[config.mk]
export PLATFORM = sky130hd
export DESIGN_NAME = scroll_controller
export DESIGN_NICKNAME = d
export VERILOG_FILES = /design/src/rtl/scroll_pkg.sv /design/src/rtl/frame_timer.sv /design/src/rtl/scroll_controller.sv
export SDC_FILE = /design/constraint.sdc
export NUM_CORES = 1
export LEC_CHECK = 0
export BUFFER_PORTS_ARGS = -buffer_cell sky130_fd_sc_hd__buf_2
export CAP_MARGIN = 15
export CORE_MARGIN = 4
export CORE_UTILIZATION = 30
export CTS_CLUSTER_SIZE = 12
export DETAILED_ROUTE_END_ITERATION = 8
export MAX_ROUTING_LAYER = met4
export PLACE_DENSITY = 0.5
export SYNTH_ARGS = -nofsm -noshare
export SYNTH_HDL_FRONTEND = slang
export SYNTH_SLANG_ARGS = --single-unit
export TNS_END_PERCENT = 1
[constraint.sdc]
create_clock -name clock -period 4.15 [get_ports clock]
set_input_delay 0.2075 -clock clock [delete_from_list [all_inputs] [get_ports clock]]
set_output_delay 0.2075 -clock clock [all_outputs]
set_load 0.01 [all_outputs]
[src/rtl/scroll_pkg.sv]
// Shared scroll/camera definitions: FSM encodings, position width and the
// world-length bound used by the scroll, sprite and collision logic.
package scroll_pkg;

  localparam int POS_W = 14;

  typedef enum logic [2:0] {
    S_IDLE   = 3'd0,
    S_UPDATE = 3'd1,
    S_START  = 3'd2,
    S_ACK    = 3'd3,
    S_DRAW   = 3'd4
  } scroll_state_e;

  // Rightmost camera position in pixels: the last screenful of tiles, 8 px each.
  function automatic int calc_max_pos(input int tilemap_length, input int screen_tiles);
    return (tilemap_length - screen_tiles) * 8;
  endfunction

endpackage

[src/rtl/frame_timer.sv]
// Free-running frame divider: tick is high for the one cycle in which the
// count sits at FRAME_DIV-1, then the count wraps to 0.
module frame_timer #(
  parameter int FRAME_DIV = 833333
) (
  input  logic clock,
  input  logic resetn,
  output logic tick
);

  localparam int CNT_W = (FRAME_DIV > 1) ? $clog2(FRAME_DIV) : 1;
  localparam logic [CNT_W-1:0] LAST = CNT_W'(FRAME_DIV - 1);

  logic [CNT_W-1:0] cnt_q;
  logic [CNT_W-1:0] cnt_d;

  assign tick  = (cnt_q == LAST);
  assign cnt_d = tick ? '0 : cnt_q + 1'b1;

  always_ff @(posedge clock or negedge resetn) begin
    if (!resetn) begin
      cnt_q <= '0;
    end else begin
      cnt_q <= cnt_d;
    end
  end

endmodule

[src/rtl/scroll_controller.sv]
// Camera position register with per-frame clamped moves, plus the
// enable/done handshake that asks drawBackground to repaint the screen.
module scroll_controller
  import scroll_pkg::*;
#(
  parameter int TILEMAP_LENGTH = 2000,
  parameter int SCREEN_TILES   = 20,
  parameter int FRAME_DIV      = 833333,
  parameter int SPEED          = 1
) (
  input  logic        clock,
  input  logic        resetn,
  input  logic        move_right,
  input  logic        move_left,
  input  logic        draw_done,
  output logic        draw_enable,
  output logic [10:0] x_tile_offset,
  output logic [2:0]  x_pixel_offset,
  output logic        busy,
  output logic        at_left_end,
  output logic        at_right_end,
  output logic        frame_overrun
);

  localparam int MAX_POS = calc_max_pos(TILEMAP_LENGTH, SCREEN_TILES);
  localparam logic [POS_W-1:0] MAX_POS_V = POS_W'(MAX_POS);
  localparam logic [POS_W-1:0] SPEED_V   = POS_W'(SPEED);

  logic tick;

  frame_timer #(
    .FRAME_DIV(FRAME_DIV)
  ) u_frame_timer (
    .clock (clock),
    .resetn(resetn),
    .tick  (tick)
  );

  scroll_state_e    state_q;
  logic [POS_W-1:0] pos_q;
  logic [POS_W-1:0] pos_d;
  logic             draw_enable_q;
  logic             busy_q;
  logic [POS_W:0]   pos_inc;

  // One extra bit on the sum so the right-hand clamp cannot be fooled by a carry.
  always_comb begin
    pos_inc = {1'b0, pos_q} + {1'b0, SPEED_V};
    pos_d   = pos_q;
    unique case ({move_right, move_left})
      2'b10:   pos_d = (pos_inc > {1'b0, MAX_POS_V}) ? MAX_POS_V : pos_inc[POS_W-1:0];
      2'b01:   pos_d = (pos_q < SPEED_V) ? '0 : pos_q - SPEED_V;
      default: pos_d = pos_q;
    endcase
  end

  always_ff @(posedge clock or negedge resetn) begin
    if (!resetn) begin
      state_q       <= S_IDLE;
      pos_q         <= '0;
      draw_enable_q <= 1'b0;
      busy_q        <= 1'b0;
    end else begin
      draw_enable_q <= 1'b0;
      unique case (state_q)
        S_IDLE: begin
          if (tick) begin
            state_q <= S_UPDATE;
            busy_q  <= 1'b1;
          end
        end
        S_UPDATE: begin
          pos_q         <= pos_d;
          state_q       <= S_START;
          draw_enable_q <= 1'b1;
        end
        S_START: begin
          state_q <= S_ACK;
        end
        S_ACK: begin
          if (!draw_done) state_q <= S_DRAW;
        end
        S_DRAW: begin
          if (draw_done) begin
            state_q <= S_IDLE;
            busy_q  <= 1'b0;
          end
        end
        default: begin
          state_q <= S_IDLE;
          busy_q  <= 1'b0;
        end
      endcase
    end
  end

  // Decoded from registers only, so it pulses in the very cycle the tick is lost.
  assign frame_overrun  = tick && (state_q != S_IDLE);

  assign draw_enable    = draw_enable_q;
  assign busy           = busy_q;
  assign x_tile_offset  = pos_q[13:3];
  assign x_pixel_offset = pos_q[2:0];
  assign at_left_end    = (pos_q == '0);
  assign at_right_end   = (pos_q == MAX_POS_V);

endmodule

==> results.ini, run 1 <==
[detailed_routing]
vias=2475
firstDrtPassIters=5
totalWireLength_mm=7.03
drcViolationCount=0
ant_nets=0
avgRoutedWirePerCell_microns=15.8
drt-initial-drc-count=116
vias_per_cell=5.57

[die]
core_region_area_sq_um=8810
start_util_pct=31.2
ios=24
die_w_microns=104
die_area_sq_um=10800
num_rows=34
dieHeight_microns=104

[timing]
tightest_slew_ps=930
period_share_pct=57.9
max_freq_mhz=416
finalCriticalPeriod_ps=2400
fin_skew_ps=17.4
rsz0062_at_grt=no
tns_ps=0
setup_violations=0
relSlewSlack_pct=38.0
finalHoldViolCount=0
drv_slew=0
holdWs_ps=43.1
layout_setup_ws_ps=1750

[logic_synthesis]
syn_inst=325
synth.avg_cell_area_sq_um=8.46
synth_xor_area_share_pct=7.33
synth-seq-cells=39
async_flop_share_pct=100
syn_area_sq_um=2750
post-synth-top-count-cell=dfrtp_1
synth_top_cell_by_area=dfrtp_1
synth_mux_area_share_pct=0.364
syn-num-nets=336
synthFlopType=dfrtp_1
synth.top_cells.by_area=dfrtp_1 36%, nor2_1 5.1%, xnor2_1 4.5%, a21oi_1 3.3%, nand3_1 3.3%
synthTopCellsByCount=39 x dfrtp_1, 37 x nor2_1, 24 x nand2_1
synth_compound_area_share_pct=18.7
yosysTopAreaCellShare_pct=35.5
synthSimpleGateAreaFrac_pct=29.9
ys_seq_area_share_pct=35.5
ys_types=61
yosysWarnings=0
synth_edf_count=0
synth_top_family_by_area=simple AND/OR/NAND/NOR gates
synth_fa_ha_area_share_pct=2.73

[clocking]
clock_latency_ps=300
cts_made_buffers=5
cts_root_buf=clkbuf_8
cts_max_path_buffers=2
path_clk_slew_ps=90
cts-resized-gates=0
cts_tree=built
postCtsSetupBuffers=0
htree_num_levels=2
cts.sinks=39
hold_buffers=0

[finish]
syn_to_final_growth_pct=9.56
nNetsFinal=346
diodes=0
drive_gt1_share_pct=16.1

[global_route]
gr-usage-all-layers_pct=13.5
overflow=0
antenna_found_initial=0
grt_start_max_net_pins=40
grt_pass1_wl_mm=11.9
grt_pass1_vias=2365

[pwr]
p_per_area_nw_per_um2=456
finalPower_mw=1.37
ir_drop_mv=0.118
p_leak_nw=1.17

[setup_path]
endpoint_kind=register
cp-start-kind=register
cp.arrival_ps=2630
required_ps=4370
path_max_fanout=13
worstSetupPathType=reg -> reg

[placement]
place_worst_setup_slack_ps=1790
detailed_place_hpwl_mm=4.83
gp_congestion=0.833
port_buffers=23

[job]
max_cap_violations=0

[hold_path]
hold_class=in -> async

[run_status]
status=complete, no violations

## critical path: stages, from the launching register on
cell and delay (ps):
dfrtp_1 540, inv_1 160, ha_1 220, or3b_2 540, nor4_1 290, a211oi_1 130
nor2_1 190, nor3_1 60, a21oi_1 190
## registers in the layout (all words and copies together) (netlist names)
signal and count:
state_q 3, u_frame_timer.cnt_q 20, pos_q 14, draw_enable 1, busy 1
## layout make-up
| class | instances | area, sq um |
|---|---|---|
| clock buffer | 5 | 68.8 |
| clock inverter | 3 | 43.8 |
| fill | 909 | 5790 |
| inverter | 9 | 33.8 |
| multi-input combinational | 255 | 1620 |
| sequential | 39 | 976 |
| tap | 108 | 135 |
| timing repair buffer | 25 | 130 |
## cell families after synthesis
kind of cell,count (synthesis)
buf+inv,31
flops,39
fa+ha+maj,6
xor+xnor,23
compound gates,73
mux,1
simple gates,152
## final timing paths
| path | to | startpoint | cells after the start | slack, ps |
|---|---|---|---|---|
| max in group asynchronous | u_frame_timer.cnt_q[11]$_DFF_PN0_ | resetn | 1 | 3520 |
| worst max register to register | pos_q[8]$_DFFE_PN0P_ | pos_q[0]$_DFFE_PN0P_ | 8 | 1750 |
| worst min register to register | u_frame_timer.cnt_q[17]$_DFF_PN0_ | u_frame_timer.cnt_q[17]$_DFF_PN0_ | 1 | 490 |
| worst max-delay path | pos_q[8]$_DFFE_PN0P_ | pos_q[0]$_DFFE_PN0P_ | 8 | 1750 |
| min in group clock | state_q[2]$_DFFE_PN0P_ | draw_done | 2 | 100 |
| worst min-delay path | u_frame_timer.cnt_q[4]$_DFF_PN0_ | resetn | 1 | 40 |
## routing by layer
metal	wire length, microns	track usage, %	vias up	share of wire [%]
li1	-	-	1197	-
met2	3380	22.5	85	48
met4	109	4.27	0	1.6
met1	3110	16.4	1177	44
met5	0	-	-	0
met3	422	2.86	16	6.0
## placed cells by master, fill, tap and decap left out, drive strengths merged, types with 3 or more instances in the layout
| master | n |
|---|---|
| nor3b | 5 |
| and3 | 7 |
| nand3 | 19 |
| o31ai | 5 |
| dfrtp | 39 |
| nand2 | 24 |
| inv | 9 |
| xnor2 | 14 |
| a211oi | 3 |
| nand4 | 6 |
| clkbuf | 5 |
| a21oi | 19 |
| o211ai | 5 |
| nor4 | 10 |
| o21ai | 17 |
| nor3 | 19 |
| nor2 | 37 |
| nor4b | 3 |
| o21a | 3 |
| nor2b | 4 |
| buf | 25 |
| ha | 6 |
| and4 | 6 |
| xor2 | 9 |
## report_power, final
group	total, mW	switching [mW]	internal [mW]
Clock	0.329	0.150	0.179
Combinational	0.451	0.257	0.194
Sequential	0.592	0.153	0.439
## metrics by stage
step	util, %	cells	area [sq um]
global route	34.2	444	3010
CTS	34.2	444	3010
global placement	32.9	436	2900
floorplan	-	325	2750
finish	34.2	444	3010
detailed placement	32.9	436	2900
Note: power is estimated with default switching activity, not from simulation.
==> inputs of run 2 (changes only) <==
--- a/config.mk
+++ b/config.mk
@@ -5,6 +5,7 @@
 export SDC_FILE = /design/constraint.sdc
 export NUM_CORES = 1
 export LEC_CHECK = 0
+export ABC_AREA = 1
 export BUFFER_PORTS_ARGS = -buffer_cell sky130_fd_sc_hd__buf_2
 export CAP_MARGIN = 15
 export CORE_MARGIN = 4
@@ -12,7 +13,7 @@
 export CTS_CLUSTER_SIZE = 12
 export DETAILED_ROUTE_END_ITERATION = 8
 export MAX_ROUTING_LAYER = met4
-export PLACE_DENSITY = 0.5
+export PLACE_DENSITY = 0.51
 export SYNTH_ARGS = -nofsm -noshare
 export SYNTH_HDL_FRONTEND = slang
 export SYNTH_SLANG_ARGS = --single-unit
==> constraint.sdc (replaced) <==
create_clock -name clock -period 2 [get_ports clock]
set_input_delay 0.1 -clock clock [delete_from_list [all_inputs] [get_ports clock]]
set_output_delay 0.1 -clock clock [all_outputs]
set_load 0.01 [all_outputs]
==> results.ini, run 2 <==
[setup_path]
endpoint_kind=output port
cp-start-kind=register
critical_path.top_delay_family=simple AND/OR/NAND/NOR gates
cp.arrival_ps=1820  ; -810 ps
critical_path_buf_inv_count=2  ; +1
path_max_fanout=6  ; -7
required_ps=1900  ; -2470 ps
worstSetupPathType=reg -> out
cpPeakStageDelay_ps=450  ; -90 ps
slowest_stage=dfrtp_2
path_cells=or2_2 > nor2_1 > nand4_1 > nor4_2 > buf_4 > o21a_1 > buf_2

[timing]
tightest_slew_ps=377  ; -552 ps
finalCriticalPeriod_ps=1920
relSlewSlack_pct=74.8  ; +37 points
fin_skew_ps=7.85  ; -9.51 ps
layout_setup_ws_ps=84.9  ; -1660 ps
drv_slew=0  ; unchanged
tns_ps=0  ; unchanged
period_share_pct=95.8
max_freq_mhz=522
setup_violations=0  ; unchanged
rsz0062_at_grt=yes
finalHoldViolCount=0  ; unchanged

[die]
core_region_area_sq_um=9280  ; +5.4%
start_util_pct=30.9  ; -0.35 points
ios=24  ; unchanged
die_w_microns=106  ; +1.9%
num_rows=35  ; +2.9%
dieHeight_microns=106  ; +1.9%
die_area_sq_um=11200  ; +3.9%

[clocking]
path_clk_slew_ps=70  ; -20 ps
htree_num_levels=2  ; unchanged
cts_root_buf=clkbuf_8
cts.sinks=39  ; unchanged
clock_latency_ps=290  ; about the same
cts_max_path_buffers=2  ; unchanged
cts_made_buffers=5  ; unchanged
cts_tree=built

[detailed_routing]
drcViolationCount=0  ; unchanged
ant_nets=0  ; unchanged
totalWireLength_mm=7.49  ; +6.6%
drt-initial-drc-count=124  ; +6.9%
vias=2795  ; +13%
avgRoutedWirePerCell_microns=12.9  ; -18%
vias_per_cell=4.82  ; -14%
firstDrtPassIters=4  ; -1

[logic_synthesis]
synth_edf_count=0  ; unchanged
synth.top_cells.by_area=dfrtp_1 34%, nand2_1 8.6%, inv_1 7.3%, nor2_1 6.9%, nand3_1 5.9%
syn-num-nets=420  ; +25%
yosysTopAreaCellShare_pct=34.1  ; -1.4 points
synth.avg_cell_area_sq_um=7.01  ; -17%
synthTopCellsByCount=66 x nand2_1, 56 x inv_1, 53 x nor2_1
synth-seq-cells=39  ; unchanged
ys_seq_area_share_pct=34.1  ; -1.4 points
post-synth-top-count-cell=nand2_1
async_flop_share_pct=100  ; unchanged
synthFlopType=dfrtp_1
yosysWarnings=0  ; unchanged
syn_inst=409  ; +26%
syn_area_sq_um=2870  ; +4.2%
ys_types=34  ; -44%
synth_top_cell_by_area=dfrtp_1

[finish]
drive_gt1_share_pct=21.3  ; +5.2 points
stdcell_count=580  ; +31%
nNetsFinal=461  ; +33%
largestRegisters=u_frame_timer.cnt_q: 20 flops, pos_q: 14 flops, state_q: 3 flops
fin_area_sq_um=3410  ; +13%
largest-register=u_frame_timer.cnt_q
layout_common_cells=65 x nand2_1, 54 x inv_1, 52 x nor2_1, 38 x dfrtp_1, 33 x nand3_1
syn_to_final_growth_pct=19.0
diodes=0  ; unchanged
largest_reg_flops=20  ; unchanged
final_common_cell=nand2_1

[global_route]
grt_pass1_wl_mm=12.7  ; +6.4%
grt_pass1_vias=2720  ; +15%
overflow=0  ; unchanged
grt_start_max_net_pins=28  ; -30%
antenna_found_initial=0  ; unchanged
gr-usage-all-layers_pct=14.0  ; +0.55 points

[placement]
gp_congestion=0.903  ; +8.5%
detailed_place_hpwl_mm=5.98  ; +24%
port_buffers=23  ; unchanged
place_worst_setup_slack_ps=-6.30  ; -1790 ps
placed_area_sq_um=3240  ; +12%
placed_cells=570  ; +31%

[pwr]
combPwrFrac_pct=50.1  ; +17 points
clockPowerShare_pct=15.4  ; -8.6 points
p_leak_nw=1.65  ; +41%
p_per_area_nw_per_um2=1110  ; +140%
power_switching_share_pct=47.3  ; +6.4 points
p_sw_mw=1.78  ; +220%
ir_drop_mv=0.324  ; +170%
seqPwrFrac_pct=34.5  ; -8.7 points
power.internal_mw=1.99  ; +140%
finalPower_mw=3.77  ; +170%

[hold_path]
hold_class=in -> reg

[run_status]
status=complete, no violations

[job]
max_cap_violations=0  ; unchanged

[run 2: cell type report]
cell class              count  area, sq um
multi-input cells         301         1650
repair buffers             46          303
clock buffers               8          100
inverters                  57          214
fillers                  1014         5880
flip-flops and latches     39          977
well taps                 129          161
[run 2: final timing paths]
path                       depth (start not counted)                               end  slack [ps]                        startpoint
hold reg to reg                                    1  u_frame_timer.cnt_q[0]$_DFF_PN0_         480  u_frame_timer.cnt_q[0]$_DFF_PN0_
min in group asynchronous                          2             pos_q[11]$_DFFE_PN0P_         210                            resetn
max in group asynchronous                          3              pos_q[6]$_DFFE_PN0P_        1280                            resetn
setup reg to reg                                  13             pos_q[10]$_DFFE_PN0P_         140              pos_q[0]$_DFFE_PN0P_
setup / recovery                                   7                     frame_overrun          80  u_frame_timer.cnt_q[7]$_DFF_PN0_
hold / removal                                     3            state_q[1]$_DFFE_PN0P_          80                         draw_done
[run 2: cell families after synthesis]
group / Yosys count / synth area share (%)
AO/OA/AOI/OAI: 61 / 11.7
XOR/XNOR: 15 / 4.59
adder cells (fa/ha/maj): 6 / 2.62
buffers and inverters: 69 / 9.96
flip-flops: 39 / 34.1
AND/OR/NAND/NOR: 219 / 37.1
[run 2: timing repair]
item / in CTS / in global routing
hold buffers: 1 / 0
endpoints found under the hold margin: 10 / 0
pin swaps: 0 / 0
resized for setup: 1 / 13
setup endpoints to repair: 6 / 18
buffers inserted: 1 / 0
[run 2: power groups by stage]
stage	clock network (mW)	logic [mW]	registers, mW
3_3_place_gp	0	1.85	1.31
3_5_place_dp	0	1.85	1.31
4_1_cts	0.613	1.88	1.29
5_1_grt	0.645	2.13	1.34
2_1_floorplan	0	1.39	1.19
6_report	0.582	1.89	1.30
[run 2: stage by stage]
stage / util (%) / hold slack (ps)
2_1_floorplan: - / -196
3_3_place_gp: 34.9 / -10.3
3_5_place_dp: 34.9 / -2.20
4_1_cts: 36.2 / 63.8
5_1_grt: 36.7 / 90.3
6_report: 36.7 / 78.4
[run 2: layer usage]
metal	wire length (microns)	vias to the layer above	global-route usage [%]	part of all wire, %
li1	-	1418	-	-
met1	3470	1319	17.3	46
met2	3680	52	24.0	49
met3	275	6	2.39	3.7
met4	63	0	3.70	0.84
met5	0	-	-	0
[run 2: tightest hold or removal path, cell delays in order]
cell,delay [ps]
buf_2,90
nand2_1,70
nand2_1,70
==> inputs of run 3 (changes only) <==
--- a/config.mk
+++ b/config.mk
@@ -13,7 +13,7 @@
 export CTS_CLUSTER_SIZE = 12
 export DETAILED_ROUTE_END_ITERATION = 8
 export MAX_ROUTING_LAYER = met4
-export PLACE_DENSITY = 0.51
+export PLACE_DENSITY = 0.5
 export SYNTH_ARGS = -nofsm -noshare
 export SYNTH_HDL_FRONTEND = slang
 export SYNTH_SLANG_ARGS = --single-unit
==> constraint.sdc (replaced) <==
create_clock -name clock -period 1.8 [get_ports clock]
set_input_delay 0.09 -clock clock [delete_from_list [all_inputs] [get_ports clock]]
set_output_delay 0.09 -clock clock [all_outputs]
set_load 0.01 [all_outputs]
==> results.ini, run 3 (same netlist as run 2, synthesis figures left out) <==
[run_status]
status=finished with violations
violations=negative setup slack

[die]
start_util_pct=30.9  ; unchanged
dieHeight_microns=106  ; unchanged
die_w_microns=106  ; unchanged
die_area_sq_um=11200  ; unchanged
num_rows=35  ; unchanged
ios=24  ; unchanged
core_region_area_sq_um=9280  ; unchanged

[pwr]
finalPower_mw=4.72  ; +25%
power.internal_mw=2.56  ; +29%
p_sw_mw=2.16  ; +21%
p_per_area_nw_per_um2=1210  ; +9.5%
ir_drop_mv=0.350  ; +8.2%
combPwrFrac_pct=56.6  ; +6.5 points
power_switching_share_pct=45.7  ; -1.5 points
seqPwrFrac_pct=29.8  ; -4.7 points
p_leak_nw=1.85  ; +12%
clockPowerShare_pct=13.6  ; -1.8 points

[clocking]
htree_num_levels=2  ; unchanged
cts_root_buf=clkbuf_8
path_clk_slew_ps=70  ; about the same
cts_tree=built
clock_latency_ps=280  ; about the same
cts_max_path_buffers=2  ; unchanged
cts_made_buffers=5  ; unchanged
cts.sinks=39  ; unchanged

[finish]
layout_common_cells=60 x nand2_1, 60 x buf_4, 50 x inv_1, 48 x nor2_1, 34 x dfrtp_1
largest_reg_flops=20  ; unchanged
drive_gt1_share_pct=35.0  ; +14 points
largestRegisters=u_frame_timer.cnt_q: 20 flops, pos_q: 14 flops, state_q: 3 flops
largest-register=u_frame_timer.cnt_q
fillers=1001  ; -1.3%
diodes=0  ; unchanged
multi_input_area_sq_um=1810  ; +9.8%
nNetsFinal=502  ; +8.9%
syn_to_final_growth_pct=35.9
seq_area_sq_um=982  ; +0.51%
stdcell_count=621  ; +7.1%
fin_area_sq_um=3890  ; +14%

[global_route]
antenna_found_initial=0  ; unchanged
overflow=0  ; unchanged
grt_start_max_net_pins=28  ; unchanged
grt_pass1_wl_mm=13.5  ; +6.2%
gr-usage-all-layers_pct=14.8  ; +0.76 points
grt_pass1_vias=3005  ; +10%

[detailed_routing]
drt-initial-drc-count=106  ; -15%
firstDrtPassIters=4  ; unchanged
vias_per_cell=4.74  ; -1.6%
drcViolationCount=0  ; unchanged
ant_nets=0  ; unchanged
vias=2945  ; +5.4%
totalWireLength_mm=8.07  ; +7.8%
avgRoutedWirePerCell_microns=13.0  ; +0.66%

[setup_path]
worstSetupPathType=reg -> reg
cp-start-kind=register
required_ps=1980  ; +80 ps
path_max_fanout=4  ; -2
cp.arrival_ps=2080  ; +260 ps
endpoint_kind=register

[placement]
placed_cells=608  ; +6.7%
port_buffers=23  ; unchanged
gp_congestion=0.883  ; -2.2%
placed_area_sq_um=3530  ; +8.9%
place_worst_setup_slack_ps=-34.5  ; -28.2 ps
detailed_place_hpwl_mm=6.16  ; +3.0%

[timing]
setup_violations=16  ; +16
max_freq_mhz=526
finalHoldViolCount=0  ; unchanged
rsz0062_at_grt=yes
layout_setup_ws_ps=-101  ; -186 ps
relSlewSlack_pct=72.2  ; -2.7 points
fin_skew_ps=3.86  ; -3.99 ps
period_share_pct=106
tns_ps=-501  ; -501 ps
tightest_slew_ps=417  ; +40.0 ps
finalCriticalPeriod_ps=1900
drv_slew=0  ; unchanged

[job]
max_cap_violations=0  ; unchanged

[hold_path]
hold_class=in -> reg

==> run 3: cell types whose count changed in the layout (fill, tap and decap cells not counted), sizes merged <==
cell | previous run | this run
buf | 45 | 86
==> run 3: layout make-up <==
type / count / area share, %
multi-input cells: 301 / 46.6
flip-flops and latches: 39 / 25.2
repair buffers: 87 / 15.9
inverters: 57 / 5.62
well taps: 129 / 4.14
clock buffers: 8 / 2.57
==> run 3: through the flow <==
| stage | hold slack (ps) | util, % |
|---|---|---|
| 2_1_floorplan | -206 | - |
| 3_3_place_gp | -31.9 | 38.0 |
| 3_5_place_dp | -31.2 | 38.0 |
| 4_1_cts | 74.6 | 40.0 |
| 5_1_grt | 110 | 42.0 |
| 6_report | 95.1 | 42.0 |
==> run 3: worst paths after layout <==
check                           cells past startpoint  slack [ps]                     end                  from
worst min-delay path                                3         100  state_q[1]$_DFFE_PN0P_             draw_done
max in group asynchronous                           3        1100    pos_q[1]$_DFFE_PN0P_                resetn
worst max register to register                     12        -100    pos_q[0]$_DFFE_PN0P_  pos_q[1]$_DFFE_PN0P_
worst min register to register                      2         480        busy$_DFFE_PN0P_      busy$_DFFE_PN0P_
worst max-delay path                               12        -100    pos_q[0]$_DFFE_PN0P_  pos_q[1]$_DFFE_PN0P_
min in group asynchronous                           2         190   draw_enable$_DFF_PN0_                resetn
==> run 3: metal layers <==
layer	track usage (%)	wire [microns]	vias up
li1	-	-	1497
met1	18.4	3650	1378
met2	25.9	4050	57
met3	1.90	249	13
met4	3.05	122	0
met5	-	0	-
==> run 3: power by group through the flow <==
stage	clock network, mW	logic (mW)	registers, mW
global placement	0	2.47	1.39
detailed placement	0	2.46	1.39
global route	0.709	2.99	1.44
floorplan	0	1.55	1.33
finish	0.642	2.67	1.41
CTS	0.682	2.51	1.39
==> run 3: worst max-delay path, cell delays in order (launching register included) <==
cell	delay, ps
dfrtp_2	450
inv_2	90
ha_4	150
inv_4	40
nor3_4	210
nand2_2	100
nor2_4	160
nand3_4	100
buf_4	150
o211ai_1	170
inv_1	70
nand2_2	70
nand2_1	40
==> run 3: repair_timing <==
item / CTS / global route
setup endpoints to repair: 18 / 29
hold endpoints to repair: 39 / 0
buffers inserted: 3 / 1
pin swaps: 0 / 13
hold buffers: 1 / 0
resized for setup: 17 / 49
